--- src/rtl/pipe_ctrl_pkg.sv ---
// Shared types and constants for the pipeline hazard controller.
// The control bundle packs every pipeline-register enable and bubble strobe into one value.
package pipe_ctrl_pkg;

  typedef enum logic {
    StRun     = 1'b0,
    StMemWait = 1'b1
  } state_e;

  // Register $zero never carries a real dependency.
  localparam int unsigned REG_ZERO = 0;

  // Field order: enables PC..MEM/WB, then the three flush strobes.
  typedef struct packed {
    logic pc_en;
    logic ifid_en;
    logic idex_en;
    logic exmem_en;
    logic memwb_en;
    logic ifid_flush;
    logic idex_flush;
    logic memwb_flush;
  } ctrl_t;

  localparam ctrl_t CtrlRun      = 8'b11111_000;
  localparam ctrl_t CtrlReset    = 8'b11111_111;
  localparam ctrl_t CtrlMemStall = 8'b00001_001;
  localparam ctrl_t CtrlBranch   = 8'b11111_110;
  localparam ctrl_t CtrlLoadUse  = 8'b00111_010;

endpackage

--- src/rtl/load_use_detect.sv ---
// Combinational load-use comparator: a load in ID/EX whose destination is read by the
// instruction in IF/ID.
module load_use_detect
  import pipe_ctrl_pkg::*;
#(
  parameter int unsigned REG_W = 5
) (
  input  logic             idex_memread,
  input  logic [REG_W-1:0] idex_rt,
  input  logic [REG_W-1:0] ifid_rs,
  input  logic [REG_W-1:0] ifid_rt,
  input  logic             ifid_uses_rt,
  output logic             hit
);

  logic rs_match;
  logic rt_match;

  assign rs_match = (idex_rt == ifid_rs);
  assign rt_match = ifid_uses_rt && (idex_rt == ifid_rt);
  assign hit      = idex_memread && (idex_rt != REG_W'(REG_ZERO)) && (rs_match || rt_match);

endmodule

--- src/rtl/pipe_hazard_ctrl.sv ---
// Stall/flush sequencer for the 5-stage pipeline: load-use bubbles, data-memory waits and
// taken-branch squashes. Outputs are Mealy and act on the same clock edge.
module pipe_hazard_ctrl
  import pipe_ctrl_pkg::*;
#(
  parameter int unsigned REG_W       = 5,
  parameter int unsigned MEM_TIMEOUT = 15,
  parameter int unsigned CNT_W       = 16
) (
  input  logic             clk,
  input  logic             reset,
  input  logic             idex_memread,
  input  logic [REG_W-1:0] idex_rt,
  input  logic [REG_W-1:0] ifid_rs,
  input  logic [REG_W-1:0] ifid_rt,
  input  logic             ifid_uses_rt,
  input  logic             branch_taken,
  input  logic             dmem_req,
  input  logic             dmem_ready,
  output logic             pc_en,
  output logic             ifid_en,
  output logic             idex_en,
  output logic             exmem_en,
  output logic             memwb_en,
  output logic             ifid_flush,
  output logic             idex_flush,
  output logic             memwb_flush,
  output logic             mem_timeout,
  output logic [CNT_W-1:0] stall_cycles
);

  localparam int unsigned WaitW = $clog2(MEM_TIMEOUT + 1);
  localparam logic [WaitW-1:0] WaitMax = WaitW'(MEM_TIMEOUT);

  state_e           state_q, state_d;
  logic [WaitW-1:0] wait_cnt_q, wait_cnt_d;
  logic             timeout_q, timeout_d;
  logic [CNT_W-1:0] stall_q, stall_d;
  logic             lu_hit;
  logic             mem_stall;
  ctrl_t            ctrl;

  load_use_detect #(
    .REG_W(REG_W)
  ) u_load_use_detect (
    .idex_memread(idex_memread),
    .idex_rt     (idex_rt),
    .ifid_rs     (ifid_rs),
    .ifid_rt     (ifid_rt),
    .ifid_uses_rt(ifid_uses_rt),
    .hit         (lu_hit)
  );

  always_comb begin
    state_d    = state_q;
    wait_cnt_d = wait_cnt_q;
    timeout_d  = timeout_q;
    ctrl       = CtrlRun;

    // Once waiting, only dmem_ready matters: the request is frozen in EX/MEM.
    if (state_q == StRun) begin
      mem_stall = dmem_req && !dmem_ready;
    end else begin
      mem_stall = !dmem_ready;
    end

    if (mem_stall) begin
      ctrl    = CtrlMemStall;
      state_d = StMemWait;
      if (state_q == StRun) begin
        wait_cnt_d = WaitW'(1);
      end else if (wait_cnt_q != WaitMax) begin
        wait_cnt_d = wait_cnt_q + WaitW'(1);
      end
      // Flag on the edge that completes the MEM_TIMEOUT-th consecutive wait cycle.
      if (wait_cnt_d == WaitMax) begin
        timeout_d = 1'b1;
      end
    end else begin
      state_d    = StRun;
      wait_cnt_d = '0;
      if (branch_taken) begin
        ctrl = CtrlBranch;
      end else if (lu_hit) begin
        ctrl = CtrlLoadUse;
      end
    end

    if (reset) begin
      ctrl = CtrlReset;
    end

    stall_d = stall_q;
    if (!ctrl.pc_en && !reset && (stall_q != '1)) begin
      stall_d = stall_q + CNT_W'(1);
    end
  end

  always_ff @(posedge clk) begin
    if (reset) begin
      state_q    <= StRun;
      wait_cnt_q <= '0;
      timeout_q  <= 1'b0;
      stall_q    <= '0;
    end else begin
      state_q    <= state_d;
      wait_cnt_q <= wait_cnt_d;
      timeout_q  <= timeout_d;
      stall_q    <= stall_d;
    end
  end

  assign pc_en        = ctrl.pc_en;
  assign ifid_en      = ctrl.ifid_en;
  assign idex_en      = ctrl.idex_en;
  assign exmem_en     = ctrl.exmem_en;
  assign memwb_en     = ctrl.memwb_en;
  assign ifid_flush   = ctrl.ifid_flush;
  assign idex_flush   = ctrl.idex_flush;
  assign memwb_flush  = ctrl.memwb_flush;
  assign mem_timeout  = timeout_q;
  assign stall_cycles = stall_q;

endmodule
--- config.mk ---
export PLATFORM = sky130hd
export DESIGN_NAME = pipe_hazard_ctrl
export DESIGN_NICKNAME = d
export VERILOG_FILES = /design/src/rtl/pipe_ctrl_pkg.sv /design/src/rtl/load_use_detect.sv /design/src/rtl/pipe_hazard_ctrl.sv
export SDC_FILE = /design/constraint.sdc
export NUM_CORES = 1
export LEC_CHECK = 0
export CAP_MARGIN = 15
export CORE_UTILIZATION = 44
export DETAILED_ROUTE_END_ITERATION = 8
export PLACE_DENSITY = 0.78
export SLEW_MARGIN = 20
export SYNTH_ARGS = -nofsm -noshare
export SYNTH_HDL_FRONTEND = slang
export SYNTH_SLANG_ARGS = --single-unit
--- constraint.sdc ---
create_clock -name clk -period 2.7 [get_ports clk]
set_input_delay 0.27 -clock clk [delete_from_list [all_inputs] [get_ports clk]]
set_output_delay 0.27 -clock clk [all_outputs]
set_load 0.005 [all_outputs]
---- After elaboration in Yosys (flattened, before gate mapping) ----
Index checks and enable logic that the tools add are counted.
storage, ports and cells
  word-level logic and storage cells ...... 34
  input port bits ......................... 22
  register bits ........................... 22
  output and inout port bits .............. 25
operators by class
  add/subtract/negate cells ............... 2
  reduce and logical (&&, ||, !) cells .... 13
  bitwise gates (word level) .............. 1
  muxes and demuxes ....................... 9
  equality and inequality tests ........... 5
operator list
  operator                                                          count
  8-bit 2-to-1 mux                                                  4
  16-bit by 1-bit adder with 16-bit output (second input constant)  1
  16-bit != test (second input constant)                            1
  4-bit 2-to-1 mux                                                  3
  5-bit equality test                                               2
  1-bit logical AND                                                 6
  5-bit nonzero test                                                1
  4-bit by 1-bit adder with 4-bit output (second input constant)    1
  4-bit equality test (second input constant)                       1
  4-bit != test (second input constant)                             1
  1-bit zero test                                                   3
  1-bit 2-to-1 mux                                                  2
  2-bit AND reduction                                               1
  2-bit OR reduction                                                1
  1-bit logical OR                                                  1
  1-bit inverter                                                    1

---- Logic depth before layout (Yosys ltp) ----
  depth in word-level cells ............... 11
  gate-level depth with buffers ........... 8

---- By module ----
From an unflattened synthesis, not the netlist that was laid out.
second synthesis, totals
  cells, all modules ...................... 155
  area total of the unflattened synthesis .. 1370.1 µm²
modules (own cells, without submodules)
  module            area each (µm²)  cells each  sequential area each (µm²)  instances
  pipe_hazard_ctrl  1237.4           138         440.4                       1
  load_use_detect   132.6            17          0.0                         1

---- Worst setup path after synthesis ----
OpenSTA, ideal clock, no wires.
  path kind ............................... flip-flop to flip-flop
  from .................................... reg stall_q[0] (netlist: stall_cycles[0])
  to ...................................... reg stall_q[13] (netlist: stall_cycles[13])
  library setup time ...................... 70 ps
  arrival time ............................ 1926 ps
  setup slack ............................. 704 ps
  cell stages (with the launch flop) ...... 8
  clock period less this slack ............ 1996 ps
  required time ........................... 2630 ps
  path through ............................ dfxtp_1 -> ha_1 -> and3_4 -> and4_4 -> or3_1 -> buf_2 -> or4_1 -> a21oi_1
between the ends
  longest elaborated chain between the ends .. 2
ends and longest elaborated chain
  what                                                                              line                     source
  start, declared                                                                   pipe_hazard_ctrl.sv:38   logic [CNT_W-1:0] stall_q, stall_d;
  start signal, assigned                                                            pipe_hazard_ctrl.sv:109  stall_q <= stall_d;
  branches (longest 2 deep; another with 16-bit by 1-bit adder with 16-bit output)  -
Parallel ways; which one is timed is not known.
A chain may end at the register's enable or synchronous reset.

---- Worst setup path after layout ----
  from .................................... in idex_rt[2]
  to ...................................... out pc_en
between the ends
  longest elaborated chain between the ends .. 8
ends and longest elaborated chain
  what                   line                    source
  start, declared        pipe_hazard_ctrl.sv:13  input logic [REG_W-1:0] idex_rt,
  5-bit equality test    load_use_detect.sv:20   assign rt_match = ifid_uses_rt && (idex_rt == ifid_rt);
  1-bit logical AND      load_use_detect.sv:20
  1-bit logical OR       load_use_detect.sv:21   assign hit = idex_memread && (idex_rt != REG_W'(REG_ZERO)) && (rs_match || rt_match);
  1-bit logical AND (*)  load_use_detect.sv:21
  8-bit 2-to-1 mux (*)   pipe_hazard_ctrl.sv:84  end else if (lu_hit) begin
  8-bit 2-to-1 mux (*)   pipe_hazard_ctrl.sv:82  if (branch_taken) begin
  8-bit 2-to-1 mux (*)   pipe_hazard_ctrl.sv:67  if (mem_stall) begin
  8-bit 2-to-1 mux (*)   pipe_hazard_ctrl.sv:89  if (reset) begin
  end, declared          pipe_hazard_ctrl.sv:20  output logic pc_en,
Every way passes the cells marked *; elsewhere a longest branch is shown, timed or not.

==> impl_metrics.tcl <==
set metrics [dict create \
    drt-vias-per-instance 5.658 \
    synth_ff_type "dfxtp_1" \
    cpPeakStageDelay_ns 0.58 \
    start_util 0.4632 \
    timing.critical_path.buf_inv 2 \
    synth_area_um2 1266 \
    clk_latency_ns 0.30 \
    hold_path.class "reg -> reg" \
    crit_path_start_kind "input pin" \
    drtAntennaViolNets 0 \
    cts_sinks 22 \
    crit_arrival_ns 2.33 \
    peakVddDrop_mv 0.2431 \
    synth_edf_count 0 \
    io_buffers 45 \
    root_buffer "clkbuf_4" \
    grt_pass1_vias 1177 \
    nNetsFinal 225 \
    cts_resized 0 \
    cp_max_fo 3 \
    wirelength_um 2948 \
    fmaxAchievable_ghz 0.3848 \
    regToRegStartpoint "stall_cycles[0]$_SDFFE_PP0P_" \
    crit_required_ns 2.43 \
    crit_top_cell "clkdlybuf4s50_1" \
    synth_area_leaders "dfxtp_1, xnor2_1, a21oi_1" \
    drcViolationCount 0 \
    critical_path_class "in -> out" \
    syn_inst 158 \
    core_um2 2734 \
    vias 1307 \
    routedWlPerCell_um 12.76 \
    area_delta_synth_final_pct 39.13 \
    routed-wl-met2_um 1454 \
    ys_ff_latch 22 \
    ys_seq_area_frac 0.3478 \
    layout_commonest_cell "clkdlybuf4s50_1" \
    seqCellArea_um2 440.4 \
    maxCapViolations 0 \
    fp.dieW_um 55.65 \
    htreeDepth 1 \
    gr-total-overflow 0 \
    setup_tns_ns 0 \
    ios 47 \
    multi_input_area_um2 762.0 \
    p_leak_nw 0.5604 \
    die_y_um 55.65 \
    setup_viol 0 \
    endpoint "pc_en" \
    total_power_w 0.0006130 \
    dieArea_um2 3096 \
    dr_wl_met3_um 193 \
    synth_fp_nets 182 \
    p_per_area_nw_per_um2 347.9 \
    fin_util 0.6444 \
    place.gp.congestion 0.8506 \
    hpwl_um 2329 \
    grt_max_degree 31 \
    final_cell_mix "clkdlybuf4s50_1, dfxtp_1, nand2_1, a21oi_1" \
    cts_buffers 3 \
    ys_warn_count 0 \
    cp.depth 5 \
    drtIter0Drc 25 \
    synth_async_sr_flop_share 0 \
    synth_top_cell_by_area "dfxtp_1" \
    holdBufCountCts 0 \
    drive_above_1_share 0.05500 \
    layout_min_cycle_time_ns 2.599 \
    syn_area_per_cell_um2 8.014 \
    path_clk_slew_ns 0.11 \
    cts_buffer_depth 2 \
    drtPass1Iterations 6 \
    worstPathCellList "clkdlybuf4s50_1 -> or4_1 -> o21a_1 -> a31oi_2 -> clkdlybuf4s50_1" \
    ys_types 33 \
    antenna_found_initial 0 \
    dr.max_layer_used "met4" \
    grt.total_usage 0.2004 \
    slew_viol_final 0 \
    crit_family "buffers and inverters" \
    grt_setup_unrepaired "false" \
    reg2reg_to "stall_cycles[9]$_SDFFE_PP0P_" \
    cts_setup_buffers 0 \
    skew_ns 0.01145 \
    fillers 241 \
    cp-startpoint "idex_rt[2]" \
    status "finished, final reports clean" \
    reg2reg_slack_ns 0.54 \
    grt_pass1_wl_um 4974 \
    num_antenna_cells 0 \
    min_period_over_period 0.9624 \
    synth.top_cell.area_share 0.3478 \
    tritoncts "yes" \
    routedLengthMet1_um 1282 \
    crit_path_top_delay_cell "clkdlybuf4s50_1" \
    r2r_cells 6 \
    hold_viol 0 \
    rows 19 \
    worst_setup_path_end_kind "output pin" \
]
## per-layer routing
layer / up-vias / track usage
met1: 583 / 0.2430
met3: 2 / 0.04419
met2: 48 / 0.3563
li1: 674 / -
met4: 0 / 0.05357
met5: - / 0
## power by group
group / leakage (nW) / internal (W) / switching, W / total (W)
Sequential: 0.178 / 0.000328 / 0.00000382 / 0.000331
Combinational: 0.362 / 0.0000595 / 0.0000414 / 0.000101
Clock: 0.0210 / 0.0000822 / 0.0000986 / 0.000181
## logic make-up after synthesis
kind of cell	Yosys count	synth area share
muxes	2	0.01581
buffers and inverters	14	0.05534
other	1	0.002962
AOI/OAI and AO/OA	40	0.1917
and+or+nand+nor	66	0.2905
adders and majority gates	2	0.01976
xor gates and xnor gates	11	0.07609
DFF	22	0.3478
## cells in the mapped netlist, drive strengths merged, types with 3 or more instances
cell type,number
o41ai,3
a21oi,16
inv,5
nor2,7
o311ai,3
nand2,15
nand4,5
buf,6
nand3,11
o31ai,4
or4,7
xnor2,11
or3,8
clkbuf,3
o21ai,10
nor3,3
dfxtp,22
## state kept, by name, summed over array words and instances, names as in the netlist
| signal | cells |
|---|---|
| stall_cycles | 16 |
| state_q | 1 |
| mem_timeout | 1 |
| wait_cnt_q | 4 |
## how the worst min path moves through the flow
stage / start / to / slack (ns) / depth (start not counted)
final: state_q$_SDFF_PP0_ / wait_cnt_q[0]$_SDFF_PP0_ / 0.49 / 1
after global routing: state_q$_SDFF_PP0_ / wait_cnt_q[0]$_SDFF_PP0_ / 0.53 / 1
after CTS: state_q$_SDFF_PP0_ / wait_cnt_q[0]$_SDFF_PP0_ / 0.50 / 1
after detailed placement: state_q$_SDFF_PP0_ / wait_cnt_q[0]$_SDFF_PP0_ / 0.48 / 1
after global placement: mem_timeout$_SDFFE_PP0P_ / mem_timeout$_SDFFE_PP0P_ / 0.46 / 2
after floorplan: dmem_ready / wait_cnt_q[1]$_SDFF_PP0_ / 0.35 / 1
## per-stage QoR
stage          instances  hold WS [ns]  worst slack (ns)  area [µm²]
2_1_floorplan        158        0.3487            0.7036        1266
4_1_cts              231        0.4969           0.09738        1762
3_5_place_dp         227        0.4750            0.1029        1725
5_1_grt              231        0.5278           0.04627        1762
3_3_place_gp         227        0.4553            0.1277        1725
6_report             231        0.4933            0.1014        1762
## layout make-up
class / count / area share
inverters: 5 / 0.01065
repair buffers: 47 / 0.2642
clock buffers: 4 / 0.02060
multi-input cells: 122 / 0.4325
well taps: 31 / 0.02202
flip-flops and latches: 22 / 0.2500
(Power assumes the default switching activity.)
